**src/rtl/sysid_info_regs.sv**
```systemverilog
// System-ID info block: build ID/timestamp/user constants, scratch register and a
// prescaled 64-bit uptime counter with coherent hi/lo snapshot, on an Avalon-MM slave.
module sysid_info_regs #(
  parameter logic [31:0]            ID_VALUE   = 32'h0000_0000,
  parameter logic [31:0]            TIMESTAMP  = 32'd1647964715,
  parameter int unsigned            ADDR_WIDTH = 4,
  parameter int unsigned            NUM_USER   = 2,
  parameter logic [32*NUM_USER-1:0] USER_WORDS = '0,
  parameter int unsigned            PRESCALE   = 1
) (
  input  logic                  clock,
  input  logic                  reset_n,
  input  logic [ADDR_WIDTH-1:0] address,
  input  logic                  read,
  input  logic                  write,
  input  logic [31:0]           writedata,
  input  logic [3:0]            byteenable,
  output logic [31:0]           readdata,
  output logic                  readdatavalid
);

  localparam int unsigned PW = (PRESCALE > 1) ? $clog2(PRESCALE) : 1;
  localparam logic [31:0] A_ID      = 32'd0;
  localparam logic [31:0] A_TS      = 32'd1;
  localparam logic [31:0] A_UP_LO   = 32'd2;
  localparam logic [31:0] A_UP_HI   = 32'd3;
  localparam logic [31:0] A_SCRATCH = 32'd4;
  localparam logic [31:0] A_CTRL    = 32'd5;
  localparam logic [31:0] A_USER0   = 32'd6;

  logic [31:0]   word;
  logic [31:0]   rd_mux;
  logic [31:0]   scratch;
  logic [63:0]   uptime;
  logic [31:0]   snap_hi;
  logic [PW-1:0] pre_cnt;
  logic          en;
  logic          ovf;

  logic wr_en;
  logic ctrl_wr;
  logic clr;
  logic ovf_w1c;
  logic wrap_pre;
  logic tick;
  logic wrap;
  logic rd_lo;

  assign word     = 32'(address);
  // A simultaneous read wins over the write.
  assign wr_en    = write & ~read;
  assign ctrl_wr  = wr_en & (word == A_CTRL);
  assign clr      = ctrl_wr & byteenable[0] & writedata[1];
  assign ovf_w1c  = ctrl_wr & byteenable[1] & writedata[8];
  assign wrap_pre = (pre_cnt == PW'(PRESCALE - 1));
  assign tick     = en & wrap_pre;
  assign wrap     = tick & (&uptime);
  assign rd_lo    = read & (word == A_UP_LO);

  // Read data selection
  always_comb begin
    rd_mux = 32'h0;
    case (word)
      A_ID:      rd_mux = ID_VALUE;
      A_TS:      rd_mux = TIMESTAMP;
      A_UP_LO:   rd_mux = uptime[31:0];
      A_UP_HI:   rd_mux = snap_hi;
      A_SCRATCH: rd_mux = scratch;
      A_CTRL:    rd_mux = {23'h0, ovf, 7'h0, en};
      default: begin
        for (int k = 0; k < int'(NUM_USER); k++) begin
          if (word == 32'(k) + A_USER0) rd_mux = USER_WORDS[k*32 +: 32];
        end
      end
    endcase
  end

  // Bus response: fixed one-cycle read latency
  always_ff @(posedge clock or negedge reset_n) begin
    if (!reset_n) begin
      readdata      <= 32'h0;
      readdatavalid <= 1'b0;
    end else begin
      readdatavalid <= read;
      if (read) readdata <= rd_mux;
    end
  end

  // Scratch register with byte-lane writes
  always_ff @(posedge clock or negedge reset_n) begin
    if (!reset_n) begin
      scratch <= 32'h0;
    end else if (wr_en && (word == A_SCRATCH)) begin
      for (int b = 0; b < 4; b++) begin
        if (byteenable[b]) scratch[8*b +: 8] <= writedata[8*b +: 8];
      end
    end
  end

  // Control: EN and sticky OVF (a wrap in the clear cycle keeps OVF set)
  always_ff @(posedge clock or negedge reset_n) begin
    if (!reset_n) begin
      en  <= 1'b1;
      ovf <= 1'b0;
    end else begin
      if (ctrl_wr && byteenable[0]) en <= writedata[0];
      if (wrap && !clr)  ovf <= 1'b1;
      else if (ovf_w1c) ovf <= 1'b0;
    end
  end

  // Prescaler, uptime counter and hi snapshot; CLR overrides a same-cycle tick
  always_ff @(posedge clock or negedge reset_n) begin
    if (!reset_n) begin
      pre_cnt <= '0;
      uptime  <= 64'h0;
      snap_hi <= 32'h0;
    end else if (clr) begin
      pre_cnt <= '0;
      uptime  <= 64'h0;
      snap_hi <= 32'h0;
    end else begin
      if (en) pre_cnt <= wrap_pre ? '0 : pre_cnt + PW'(1);
      if (tick) uptime <= uptime + 64'd1;
      if (rd_lo) snap_hi <= uptime[63:32];
    end
  end

endmodule

```
**config.mk**
```make
export PLATFORM = sky130hd
export DESIGN_NAME = sysid_info_regs
export DESIGN_NICKNAME = d
export VERILOG_FILES = /design/src/rtl/sysid_info_regs.sv
export SDC_FILE = /design/constraint.sdc
export NUM_CORES = 1
export LEC_CHECK = 0
export ABC_AREA = 1
export CAP_MARGIN = 15
export CORE_ASPECT_RATIO = 0.9
export CORE_MARGIN = 1.5
export CORE_UTILIZATION = 40
export DETAILED_ROUTE_END_ITERATION = 12
export GPL_TIMING_DRIVEN = 1
export PLACE_DENSITY = 0.63
export SETUP_SLACK_MARGIN = 0.4
export SYNTH_ARGS = -nofsm -noshare
export SYNTH_HDL_FRONTEND = slang
export SYNTH_SLANG_ARGS = --single-unit
```
**constraint.sdc**
```tcl
create_clock -name clock -period 2.9 [get_ports clock]
set_input_delay 0.58 -clock clock [delete_from_list [all_inputs] [get_ports clock]]
set_output_delay 0.58 -clock clock [all_outputs]
set_load 0.02 [all_outputs]
```
Yosys cells after proc, flatten, opt, wreduce, memory -nomap -nowiden
Cells that the tools add are included.
- eq/ne operators: 5
- bitwise gates (word level): 11
- reductions and logical operators: 13
- $add $sub $neg: 2
- muxes and demuxes: 10
- operator list (cell ; count):
    32-bit one-hot mux with 5 select lines ; 1
    64-bit 2-to-1 mux ; 2
    64-bit by 1-bit adder with 64-bit output, second input constant ; 1
    32-bit 2-to-1 mux ; 2
    64-bit AND reduction ; 1
    1-bit AND ; 9
    4-bit by 2-bit equality test with 1-bit output, second input constant ; 2
    4-bit by 3-bit equality test with 1-bit output, second input constant ; 2
    2-bit AND reduction ; 4
    2-bit nonzero test ; 4
    1-bit 2-to-1 mux ; 5
    4-bit by 1-bit equality test with 1-bit output, second input constant ; 1
    1-bit logical AND ; 3
    1-bit NOT ; 2
    1-bit adder, second input constant ; 1
    1-bit zero test ; 1
- register bits: 164
- logic and storage cells: 52

Logic depth before layout (Yosys ltp)
Gate-level depths: netlist of the first run.
- word-level depth: 8
- gate-level depth with buffers: 11
- mapped depth without buffers: 11

Worst setup path before layout of the first run
OpenSTA, ideal clock, no wires.
- path type: input -> register
- start point: in read
- end point: reg snap_hi[12]
- slack: 1.228 ns
- data required time: 2.780 ns
- stages: 8
- data arrival time: 1.552 ns
- buffers on the path: 2
- library setup time: 0.120 ns
- path through: clkbuf_1 > nor2_1 > nand4_2 > nand2_1 > inv_2 > buf_2 > a32oi_1 > inv_1
- cells in the longest elaborated chain, start to end: 6
- elaborated cells on any way between the ends: 8
- classes of those cells: mux (1); bitwise (6); reduce/logical (1)
- ends and longest elaborated chain (what ; line ; source):
    start, declared ; 14 ; input logic read,
    1-bit NOT ; 51 ; assign wr_en = write & ~read;
    1-bit AND ; 51 ;
    1-bit AND ; 52 ; assign ctrl_wr = wr_en & (word == A_CTRL);
    1-bit AND (2 in a row) ; 53 ; assign clr = ctrl_wr & byteenable[0] & writedata[1];
    32-bit 2-to-1 mux / 2-bit nonzero test (equally long branches) ; -- ;
    end signal, assigned ; 125 ; if (rd_lo) snap_hi <= uptime[63:32];
    end, declared ; 35 ; logic [31:0] snap_hi;
Parallel ways exist; a longest one is shown, timed or not.
A chain may end at the register's enable or synchronous reset.

Final worst setup path of the first run
- start point: reg en
- end point: reg ovf
- cells in the longest elaborated chain, start to end: 4
- elaborated cells on any way between the ends: 5
- classes of those cells: mux (1); bitwise (2); reduce/logical (2)
- ends and longest elaborated chain (what ; line ; source):
    start, declared ; 37 ; logic en;
    start signal, assigned ; 106 ; if (ctrl_wr && byteenable[0]) en <= writedata[0];
    1-bit AND * ; 56 ; assign tick = en & wrap_pre;
    1-bit AND * ; 57 ; assign wrap = tick & (&uptime);
    1-bit logical AND * ; 107 ; if (wrap && !clr) ovf <= 1'b1;
    1-bit 2-to-1 mux / 2-bit nonzero test (equally long branches) ; -- ;
    end signal, assigned ; 104 ; ovf <= 1'b0;
    end signal, assigned ; 107 ;
    end signal, assigned ; 108 ; else if (ovf_w1c) ovf <= 1'b0;
    end, declared ; 38 ; logic ovf;
Mark *: on every way between the ends. The rest lies on a longest branch, timed or not.

==> impl_metrics.toml, run 1 <==
[status]
outcome = "finished, final reports clean"

[cts]
cts_tree = "yes"
cts_sinks = 163
clock_latency_ps = 440
h-tree-depth = 4
cts_made_buffers = 17
hold_buffers = 0
post-cts-setup-buffers = 0
cts-root-buf = "clkbuf_16"
cts_buffer_depth = 2
ctsResizeCount = 0
clk_pin_slew_ps = 70

[global_route]
grt_max_degree = 63
grt-ovfl-total = 0
antenna_found_initial = 0
grt_pass1_vias = 7384
grt_pass1_wl_um = 41800
grt_util_all_layers_pct = 24.8

[run]
maxCapViolCount = 0

[timing]
fin_crit_ps = 2250
max-slew-margin-rel_pct = 58.4
fmax_ghz = 0.445
slew_viol_final = 0
rsz0062_at_grt = "false"
tightest_slew_ps = 625
fin_setup_tns_ps = 0
setup_viol = 0
hold_violations = 0
skew_ps = 12.9
post-route-period-util_pct = 77.6

[pwr]
p_leak_uw = 0.00490
sequentialPowerShare_pct = 47.3
switching_share_pct = 26.0
ir_drop_mv = 0.345
p_switching_uw = 1380
powerDensity_nw_per_um2 = 506
internal_power_uw = 3920
combPwrFrac_pct = 8.2
p_clk_share_pct = 44.5

[synthesis]
synth_edf_count = 0
ys_seq_area_share_pct = 46.8
async_flop_share_pct = 100
ys_top_cells_by_area = "dfrtp_1 47%, nand2_1 12%, nor2_1 7.7%, inv_1 6.3%, mux2_2 6.2%"
netlist.area_leader.share_pct = 46.5
syn_inst = 1119
synth_warnings = 0
synth_top_cell_by_area = "dfrtp_1"
syn_avg_cell_area_um2 = 7.78
ys_types = 37
synth_commonest_cells = "275 x nand2_1, 179 x nor2_1, 162 x dfrtp_1, 147 x inv_1, 56 x a21oi_1"
synthFlopType = "dfrtp_1"
yosys.cell_count.top_type = "nand2_1"
netlist_area_um2 = 8710
synth_seq_cells = 163
synth_nets = 1164

[floorplan]
rows = 51
core_um2 = 21500
die_h_um = 143
die_area_um2 = 22700
io_pins = 77
start_util_pct = 40.5
die_x_um = 159

[drt]
avgRoutedWirePerCell_um = 17.7
drt_wl_total_um = 26700
via_count = 7768
drcViolationCount = 0
firstDrtPassIters = 6
drtIter0Drc = 655
routed_via_density = 5.16
ant_nets = 0

[setup_path]
critPathLaunch = "en"
worstPathArrival_ps = 2610
criticalPathCategory = "reg -> reg"
path_max_fanout = 12
required_ps = 3270
reg2reg_from = "en"
critPathLaunchType = "flop"
end_kind = "flop"

[placed_design]
port_buffers = 76
dp_hpwl_um = 20400
placed_cells = 1473
place.gp.congestion = 0.956
place_area_um2 = 9870

[layout]
final_cells = 1505
num_antenna_cells = 0
final_layout_size_suffix_gt1_share_pct = 12.2
utilization_pct = 48.7
final_area_um2 = 10500
layout.nets = 1246
syn2layout_area_growth_pct = 20.3

[min_path]
min_path_type = "in -> async"
## power groups by stage
stage,clock network (µW),registers [µW],logic [µW]
2_1_floorplan,0,2530,215
3_3_place_gp,0,2550,434
3_5_place_dp,0,2550,440
4_1_cts,2410,2510,441
5_1_grt,2490,2530,494
6_report,2360,2510,434
## worst max-delay path: stages, from the launching register on
cell,delay [ps]
dfstp_2,760
nand3_2,170
nor2_4,190
nand2_2,80
nor2_2,180
nand4_1,230
nor2_1,210
nand3_1,240
nand2_1,120
## final cells by class
| cell class | count | area (µm²) |
|---|---|---|
| Multi-Input combinational cell | 775 | 3930 |
| Tap cell | 291 | 364 |
| Sequential cell | 163 | 4080 |
| Timing Repair Buffer | 93 | 922 |
| Inverter | 151 | 567 |
| Clock inverter | 13 | 166 |
| Fill cell | 2126 | 11000 |
| Clock buffer | 19 | 443 |
## registers in the layout, indices dropped and copies added (netlist names)
signal,count
en,1
snap_hi,32
scratch,32
uptime,64
readdata,32
readdatavalid,1
ovf,1
## worst paths after layout
| path | endpoint | slack, ps | depth (start not counted) |
|---|---|---|---|
| worst max-delay path | ovf | 650 | 8 |
| worst min-delay path | uptime[39] | 140 | 1 |
| worst max register to register | ovf | 650 | 8 |
| worst min register to register | readdata[3] | 480 | 2 |
| max in group asynchronous | uptime[20] | 2070 | 2 |
| min in group clock | readdatavalid | 450 | 1 |
## metrics by stage
stage / power [µW] / hold slack [ps] / worst slack, ps
floorplan: 2740 / 284 / 1230
global placement: 2980 / 464 / 443
detailed placement: 2990 / 464 / 398
CTS: 5360 / 150 / 703
global route: 5510 / 171 / 582
finish: 5300 / 140 / 651
## cell usage in the layout (no fill, tap or decap), types with 2 or more instances in the layout
cell             Yosys  routed
o21ai_0             38      38
inv_1              147     147
clkbuf_16            0      17
nand3_1             44      44
a31oi_1              2       2
buf_4                0      14
inv_6                0       6
o21ai_1              3       3
clkinv_4             0       3
nor2_1             179     179
nor3_1              20      20
bufinv_16            0       2
clkdlybuf4s50_1      0      74
o2111ai_1            8       8
buf_12               0       3
nand2_4              2       2
dfrtp_1            162     162
nand4_1             24      24
nor2_2              14      14
nand3_2              4       4
inv_2                4       4
a21oi_1             56      56
nor4_1               4       4
o211ai_1            10      10
mux2_2              48      48
a32oi_1             10      10
nand2_2             12      12
o21a_1               2       2
nor2_4               7       7
mux2_1               2       2
nand2_1            275     275
and2_1               3       3
## cell families (layout without fill, tap and decap cells)
family | Yosys count | after routing | share of synthesized area, %
buf+inv | 181 | 276 | 8.01
compound gates | 131 | 131 | 8.79
fa+ha+maj | 1 | 1 | 0.144
flops | 163 | 163 | 46.8
mux | 50 | 50 | 6.46
simple gates | 593 | 593 | 29.7
## routing by layer
metal | wire length [µm] | global-route usage (%) | vias up
met5 | 0 | 0 | -
li1 | - | - | 3757
met2 | 12300 | 39.3 | 245
met1 | 12500 | 34.8 | 3735
met4 | 516 | 6.89 | 0
met3 | 1390 | 4.49 | 31
Power figures use the tool's default switching activity.
==> run 2: changes to the inputs <==
clock period = 2.2 ns   (was 2.9 ns; I/O delays follow)
==> impl_metrics.toml, run 2 (synthesis gave the netlist of run 1 again) <==
[status]
outcome = "finished, final reports clean"

[placed_design]
placed_cells = 1492
place.gp.congestion = 0.933
place_area_um2 = 10000
port_buffers = 76
dp_hpwl_um = 20900

[setup_path]
criticalPathCategory = "reg -> reg"
critPathLaunchType = "flop"
path_max_fanout = 4
end_kind = "flop"
required_ps = 2580
worstPathArrival_ps = 2190

[pwr]
p_leak_uw = 0.00529
powerDensity_nw_per_um2 = 644
ir_drop_mv = 0.430

[timing]
post-route-period-util_pct = 82.4
rsz0062_at_grt = "true"
hold_violations = 0
fmax_ghz = 0.552
max-slew-margin-rel_pct = 68.0
setup_viol = 0
fin_crit_ps = 1810
holdWs_ps = 375
tightest_slew_ps = 480
skew_ps = 10.1
fin_setup_tns_ps = 0
slew_viol_final = 0

[floorplan]
start_util_pct = 40.5
io_pins = 77
core_um2 = 21500
die_h_um = 143
die_x_um = 159
die_area_um2 = 22700
rows = 51

[global_route]
grt_max_degree = 48
grt_pass1_vias = 7544
grt_util_all_layers_pct = 25.2
grt_pass1_wl_um = 42500
antenna_found_initial = 0
grt-ovfl-total = 0

[cts]
h-tree-depth = 4
clk_pin_slew_ps = 70
clock_latency_ps = 440
cts-root-buf = "clkbuf_16"
cts_tree = "yes"
cts_made_buffers = 17
cts_sinks = 163
cts_buffer_depth = 2

[drt]
routed_via_density = 5.13
drt_wl_total_um = 27300
firstDrtPassIters = 6
avgRoutedWirePerCell_um = 17.8
via_count = 7888
ant_nets = 0
drcViolationCount = 0
drtIter0Drc = 563

[layout]
syn2layout_area_growth_pct = 26.4
final_area_um2 = 11000
largest_register = "uptime"
final_common_cell = "nand2_1"
largest_reg_flops = 64
layout_common_cells = "264 x nand2_1, 156 x dfrtp_1, 151 x nor2_1"
final_layout_size_suffix_gt1_share_pct = 19.2
fill_cells = 2077
num_antenna_cells = 0
multi_input_area_um2 = 4180
ff_latch_area_um2 = 4090
layout.nets = 1280
final_cells = 1539
utilization_pct = 51.2

[run]
maxCapViolCount = 0

[min_path]
min_path_type = "in -> reg"
run 2: cell count changes in the layout (fill, tap and decap cells not counted), sizes merged:
cell / change
clkinv: +1
inv: -1
dlygate4sd3: +1
buf: +33
clkdlybuf4s50: -33
dlygate4sd2: +33
run 2: worst paths after layout:
kind / startpoint / end / slack [ps] / cells past startpoint
hold / removal: read / readdatavalid / 380 / 2
max in group asynchronous: reset_n / en / 1000 / 3
hold reg to reg: readdata[3] / readdata[3] / 470 / 2
setup reg to reg: en / ovf / 390 / 8
min in group asynchronous: reset_n / snap_hi[10] / 510 / 2
setup / recovery: en / ovf / 390 / 8
run 2: cell type report:
class,instances,share of cell area (%)
clock inverter,13,1.52
multi-input combinational,775,38.0
sequential,163,37.1
tap,291,3.31
clock buffer,19,4.11
inverter,151,5.15
timing repair buffer,127,10.8
run 2: timing repair:
item,4_1_cts,5_1_grt
endpoints found under the hold margin,43,0
setup buffers,9,5
endpoints found under the setup margin,56,82
pin swaps,4,11
hold buffers,1,0
gates resized for setup,46,64
run 2: power breakdown:
group | internal (µW) | leakage (µW) | switching, µW | total [µW]
logic | 300 | 0.00277 | 346 | 647
registers | 3160 | 0.00221 | 143 | 3300
clock network | 1780 | 0.000307 | 1370 | 3150
run 2: per-layer routing:
metal,vias to the layer above,part of all wire (%),track usage (%)
li1,3831,-,-
met1,3783,46,35.0
met2,230,46,39.6
met3,44,4.8,4.37
met4,0,3.2,9.05
met5,-,0,0
run 2: per-stage QoR:
stage	setup slack, ps	power (µW)
after floorplan	663	3610
after global placement	18.1	3950
after detailed placement	-16.5	3960
after CTS	372	7140
after global routing	301	7340
final	388	7090
run 2: critical path: stages, from the launching register on:
cell     delay, ps
dfstp_2        600
nand3_4         90
nor2_4         170
nand2_2        100
nor2_4         140
nand4_1        240
nor2_2         220
nand3_2        110
nand2_1         80
==> variant 1: new RTL, flow settings as in run 2 <==
Register the inputs `address`, `read`, `write`, `writedata` and `byteenable` before use, cleared by the reset. The logic sees them one clock later. Comments in the files are not updated.
--- a/src/rtl/sysid_info_regs.sv
+++ b/src/rtl/sysid_info_regs.sv
@@ -28,6 +28,28 @@
   localparam logic [31:0] A_CTRL    = 32'd5;
   localparam logic [31:0] A_USER0   = 32'd6;
 
+  logic [ADDR_WIDTH-1:0] address_q;
+  logic read_q;
+  logic write_q;
+  logic [31:0] writedata_q;
+  logic [3:0] byteenable_q;
+
+  always_ff @(posedge clock or negedge reset_n) begin
+    if (!reset_n) begin
+      address_q    <= '0;
+      read_q       <= '0;
+      write_q      <= '0;
+      writedata_q  <= '0;
+      byteenable_q <= '0;
+    end else begin
+      address_q    <= address;
+      read_q       <= read;
+      write_q      <= write;
+      writedata_q  <= writedata;
+      byteenable_q <= byteenable;
+    end
+  end
+
   logic [31:0]   word;
   logic [31:0]   rd_mux;
   logic [31:0]   scratch;
@@ -46,16 +68,16 @@
   logic wrap;
   logic rd_lo;
 
-  assign word     = 32'(address);
+  assign word     = 32'(address_q);
   // A simultaneous read wins over the write.
-  assign wr_en    = write & ~read;
+  assign wr_en    = write_q & ~read_q;
   assign ctrl_wr  = wr_en & (word == A_CTRL);
-  assign clr      = ctrl_wr & byteenable[0] & writedata[1];
-  assign ovf_w1c  = ctrl_wr & byteenable[1] & writedata[8];
+  assign clr      = ctrl_wr & byteenable_q[0] & writedata_q[1];
+  assign ovf_w1c  = ctrl_wr & byteenable_q[1] & writedata_q[8];
   assign wrap_pre = (pre_cnt == PW'(PRESCALE - 1));
   assign tick     = en & wrap_pre;
   assign wrap     = tick & (&uptime);
-  assign rd_lo    = read & (word == A_UP_LO);
+  assign rd_lo    = read_q & (word == A_UP_LO);
 
   // Read data selection
   always_comb begin
@@ -81,8 +103,8 @@
       readdata      <= 32'h0;
       readdatavalid <= 1'b0;
     end else begin
-      readdatavalid <= read;
-      if (read) readdata <= rd_mux;
+      readdatavalid <= read_q;
+      if (read_q) readdata <= rd_mux;
     end
   end
 
@@ -92,7 +114,7 @@
       scratch <= 32'h0;
     end else if (wr_en && (word == A_SCRATCH)) begin
       for (int b = 0; b < 4; b++) begin
-        if (byteenable[b]) scratch[8*b +: 8] <= writedata[8*b +: 8];
+        if (byteenable_q[b]) scratch[8*b +: 8] <= writedata_q[8*b +: 8];
       end
     end
   end
@@ -103,7 +125,7 @@
       en  <= 1'b1;
       ovf <= 1'b0;
     end else begin
-      if (ctrl_wr && byteenable[0]) en <= writedata[0];
+      if (ctrl_wr && byteenable_q[0]) en <= writedata_q[0];
       if (wrap && !clr)  ovf <= 1'b1;
       else if (ovf_w1c) ovf <= 1'b0;
     end
Behaviour: not the same (a bounded check fails within 4 cycles, from zero or initial values and one cycle with reset_n low).
==> variant 1 against run 2 <==
- area after synthesis is 11% higher
- clock skew up 0.010 ns
- sequential power grew 24%
- wire length rose by 2.5%
- sequential share of layout area grew 5.6 points
- setup slack better by 0.0075 ns
- sequential cell count is 42 higher
- total power increased by 19%
- final area increased by 9.4%
==> variant 1: results (changes against run 2) <==
[yosys]
yosysUniqueCellTypes = 37  ; unchanged
ys_top_cells_by_count = nand2_1, dfrtp_1, nor2_1, inv_1, nand3_1
synth_area_leaders = dfrtp_1, nand2_1, nor2_1
ys_seq_area_share_pct = 53.3  ; +6.4 points
yosysTopAreaCellShare_pct = 53.0  ; +6.5 points
yosys_warnings = 0  ; unchanged
syn_nets = 1255  ; +7.8%
async_reset_ff_share_pct = 100  ; unchanged

[min_path]
hold_path_class = in2reg

[global_routing]
met1_usage_pct = 33.9  ; -1.0 points
grt_pass1_vias = 8147  ; +8.0%
grt_max_degree = 62  ; +29%
grt_usage_pct = 22.7  ; -2.5 points
grt.met2_usage_pct = 35.8  ; -3.8 points
grt_antenna_before_repair = 0  ; unchanged
met3_usage_pct = 3.10  ; -1.3 points
grt_first_pass_wirelength_um = 44500  ; +4.7%

[clocking]
path_clk_slew_ns = 0.06
cts.path.max_buffers = 3  ; +1
numCtsBuffers = 23  ; +6
clock_latency_ns = 0.53  ; +0.09 ns
htreeDepth = 1  ; -3
cts_root_buf = clkbuf_16

[power]
irDropWorstVdd_mv = 0.609  ; +42%
leakage_uw = 0.00585  ; +11%
p_sw_uw = 2100  ; +13%

[run_status]
outcome = finished, final reports clean

[routing]
wire_per_inst_um = 17.1  ; -3.9%
first_iter_violations = 655  ; +16%
vias = 8510  ; +7.9%
drt_first_pass_iters = 5  ; -1

[critical_path]
timing.critical_path.from = uptime[0]$_DFFE_PN0P_
cp_top_family = simple AND/OR/NAND/NOR gates
r2r_cells = 10  ; +2
critical-path-max-stage-delay_ns = 0.42  ; -0.18 ns
crit_fanout = 6  ; +2
arrival_ns = 2.25  ; +0.06 ns
cp-end-kind = register
r2r_end = uptime[28]$_DFFE_PN0P_
rrSetupSlack_ns = 0.40
crit_slowest_cell = dfrtp_2

[layout]
nNetsFinal = 1367  ; +6.8%
num_antenna_cells = 0  ; unchanged
num-fill-cells = 2333  ; +12%
drive_gt1_share_pct = 15.2  ; -4.0 points
top_register = uptime
largest_reg_flops = 64  ; unchanged

[place]
dp_hpwl_um = 20600  ; -1.7%
port-buffer-count = 76  ; unchanged
routabilityCongestion = 0.968  ; +3.7%

[sta]
slew_headroom_pct = 63.6  ; -4.4 points
clock_skew_ns = 0.0201  ; +0.0101 ns

variant 1: kinds of logic (layout without fill, tap and decap cells):
logic type      Yosys count  count (layout)  share of synthesized area (%)
compound gates          154             154                           9.81
buf+inv                 174             303                           7.14
flops                   205             205                           53.3
simple gates            676             676                           29.7
fa+ha+maj                 1               1                          0.130
variant 1: layout make-up:
cell class	instances	area share (%)
clock buffers	35	5.48
clock inverters	7	0.467
inverters	134	4.31
multi-input cells	831	34.1
flip-flops and latches	205	42.8
well taps	302	3.14
repair buffers	127	9.77
variant 1: repair_timing:
action                                  CTS  global route
gates resized for setup                  49            97
endpoints found under the setup margin   84           116
buffers inserted                          2            22
pin swaps                                 1            28
hold endpoints to repair                 54             0
hold buffers                              1             0
variant 1: layer usage:
| layer | up-vias | share of wire [%] |
|---|---|---|
| met2 | 269 | 44 |
| met1 | 4110 | 47 |
| met3 | 38 | 6.6 |
| met5 | - | 0 |
| li1 | 4093 | - |
| met4 | 0 | 1.7 |
variant 1: how the worst min path moves through the flow:
stage | slack [ns] | cells past startpoint | from | end
floorplan | 0.14 | 0 | reset_n | address_q[0]$_DFF_PN0_
global placement | 0.46 | 2 | scratch[19]$_DFFE_PN0P_ | scratch[19]$_DFFE_PN0P_
detailed placement | 0.46 | 2 | scratch[22]$_DFFE_PN0P_ | scratch[22]$_DFFE_PN0P_
CTS | 0.34 | 1 | writedata[19] | writedata_q[19]$_DFF_PN0_
global route | 0.33 | 1 | writedata[21] | writedata_q[21]$_DFF_PN0_
finish | 0.35 | 1 | writedata[13] | writedata_q[13]$_DFF_PN0_
variant 1: through the flow:
stage	total power, uW	area (sq um)	utilization, %	worst slack (ns)	instances
after detailed placement	4710	10800	46.1	0.256	1574
after CTS	8380	11600	49.4	0.386	1619
after global routing	8780	12000	51.3	0.294	1641
after floorplan	4390	9630	-	0.682	1210
final	8440	12000	51.3	0.396	1641
after global placement	4690	10800	46.1	0.277	1574
variant 1: worst register-to-register path: stages (launching register included):
cell and delay (ns):
dfrtp_2 0.42, ha_4 0.17, nand2_4 0.05, nor2_4 0.15
nand3_4 0.11, nor2_4 0.20, buf_6 0.14, nand2_8 0.06
nor2_4 0.18, o21ai_0 0.10, a21oi_1 0.14
variant 1: power groups by stage:
stage	logic [uW]	registers, uW	clock network [uW]
after floorplan	257	4130	0
after global placement	548	4140	0
after detailed placement	560	4150	0
after CTS	581	4080	3720
after global routing	759	4120	3900
final	682	4100	3660
==> variant 2: new RTL, settings of run 2 <==
Without the edit above. Change the parameter `ADDR_WIDTH` from 4 to 3.
--- a/src/rtl/sysid_info_regs.sv
+++ b/src/rtl/sysid_info_regs.sv
@@ -3,7 +3,7 @@
 module sysid_info_regs #(
   parameter logic [31:0]            ID_VALUE   = 32'h0000_0000,
   parameter logic [31:0]            TIMESTAMP  = 32'd1647964715,
-  parameter int unsigned            ADDR_WIDTH = 4,
+  parameter int unsigned            ADDR_WIDTH = 3,
   parameter int unsigned            NUM_USER   = 2,
   parameter logic [32*NUM_USER-1:0] USER_WORDS = '0,
   parameter int unsigned            PRESCALE   = 1
Interface: changed (resized address); port bits go from 77 to 76. No check against the original RTL was run, so the function may have changed too.
==> variant 2 against run 2 <==
- total power grew 6.9%
- sequential power grew 7.0%
- highest routed layer unchanged
- global-route usage grew 0.38 points
- setup slack lost 0.017 ns
- largest power group unchanged
- final cell count grew 2.4%
- sequential cell count is the same
- wire length grew 1.9%
- area after synthesis shrank 0.93%
- final area grew 0.35%
==> variant 2: results (changes against run 2) <==
[run_status]
outcome = finished, final reports clean

[clocking]
cts_root_buf = clkbuf_16
numCtsBuffers = 17  ; unchanged
cts.path.max_buffers = 2  ; unchanged

[routing]
first_iter_violations = 747  ; +33%
routed_wl_um = 27800  ; +1.9%
vias = 8249  ; +4.6%

[yosys]
syn_nets = 1194  ; +2.6%
yosys_warnings = 0  ; unchanged
yosysUniqueCellTypes = 42  ; +14%
ys_top_cells_by_count = nand2_1, nor2_1, dfrtp_1, inv_1, a21oi_1
ys_seq_area_share_pct = 47.3  ; +0.44 points
synth_area_leaders = dfrtp_1, nand2_1, nor2_1

[critical_path]
rrSetupSlack_ns = 0.37  ; -0.02 ns
rr_startpoint = en$_DFFE_PN1N_
arrival_ns = 2.21  ; +0.02 ns
crit_fanout = 6  ; +2
criticalPathCategory = reg2reg
r2r_end = ovf$_DFFE_PN0P_
r2r_cells = 10  ; +2

[place]
routabilityCongestion = 0.964  ; +3.3%
dp_hpwl_um = 21100  ; +0.97%
port-buffer-count = 75  ; -1.3%

[layout]
nNetsFinal = 1321  ; +3.2%
drive_gt1_share_pct = 16.7  ; -2.4 points
top_register = uptime
num_antenna_cells = 0  ; unchanged
largest_reg_flops = 64  ; unchanged

[global_routing]
grt_pass1_vias = 7817  ; +3.6%
grt_max_degree = 62  ; +29%
grt_usage_pct = 25.6  ; +0.38 points
grt_first_pass_wirelength_um = 43000  ; +1.1%

[sta]
slew_headroom_pct = 56.6  ; -11 points
clock_skew_ns = 0.0102  ; +0.000139 ns
period_needed_ns = 1.83  ; +0.0165 ns

[power]
leakage_uw = 0.00542  ; +2.6%
irDropWorstVdd_mv = 0.438  ; +1.9%

[min_path]
hold_path_class = in2async

## variant 2: routing by layer
metal / up-vias / track usage (%) / part of all wire, %
met5: - / 0 / 0
met4: 0 / 9.09 / 3.2
met3: 56 / 4.93 / 7.7
met2: 344 / 38.4 / 45
met1: 3911 / 36.8 / 45
li1: 3938 / - / -
## variant 2: through the flow
stage / setup slack, ns / hold slack (ns) / cell area, sq um / cells
global route: 0.293 / 0.0546 / 11000 / 1576
global placement: 0.0719 / 0.460 / 9990 / 1516
floorplan: 0.625 / 0.144 / 8630 / 1150
CTS: 0.323 / 0.0313 / 10700 / 1560
detailed placement: 0.0496 / 0.462 / 9990 / 1516
finish: 0.372 / 0.0145 / 11000 / 1576
## variant 2: report_power, final
group          switching (uW)  leakage, uW  internal [uW]
clock network            1420     0.000272           1500
registers                 251      0.00213           3280
logic                     636      0.00302            489
## variant 2: logic make-up after synthesis
kind of cell	Yosys count	share of synthesized area, %
flip-flops	163	47.3
multiplexers	25	3.26
AND/OR/NAND/NOR	605	29.7
adder cells (fa/ha/maj)	1	0.145
AO/OA/AOI/OAI	174	11.6
buffers and inverters	182	8.02
## variant 2: critical path: stages (launching register included)
cell and delay, ns:
dfstp_2 0.65, nand3_4 0.11, nor2_4 0.14, buf_4 0.14, nand3_2 0.06, inv_2 0.08, nand2_4 0.09, nor2_4 0.16
buf_4 0.13, nand3_2 0.11, nand2_1 0.08
## variant 2: area by class of cell
type	instances	area [sq um]
multi-input cells	805	4150
clock inverters	15	141
well taps	286	358
flip-flops and latches	163	4100
fillers	2044	9910
clock buffers	17	425
repair buffers	139	1310
inverters	151	569
## variant 2: how the worst max path moves through the flow
stage / end / cells past startpoint
detailed placement: snap_hi[16]$_DFFE_PN0P_ / 10
finish: ovf$_DFFE_PN0P_ / 10
CTS: uptime[61]$_DFFE_PN0P_ / 9
floorplan: uptime[38]$_DFFE_PN0P_ / 10
global placement: snap_hi[18]$_DFFE_PN0P_ / 10
global route: uptime[26]$_DFFE_PN0P_ / 10
## variant 2: repair_timing
action / 4_1_cts / 5_1_grt
resized for setup: 58 / 66
setup endpoints to repair: 58 / 79
pin swaps: 8 / 17
buffers inserted: 12 / 16
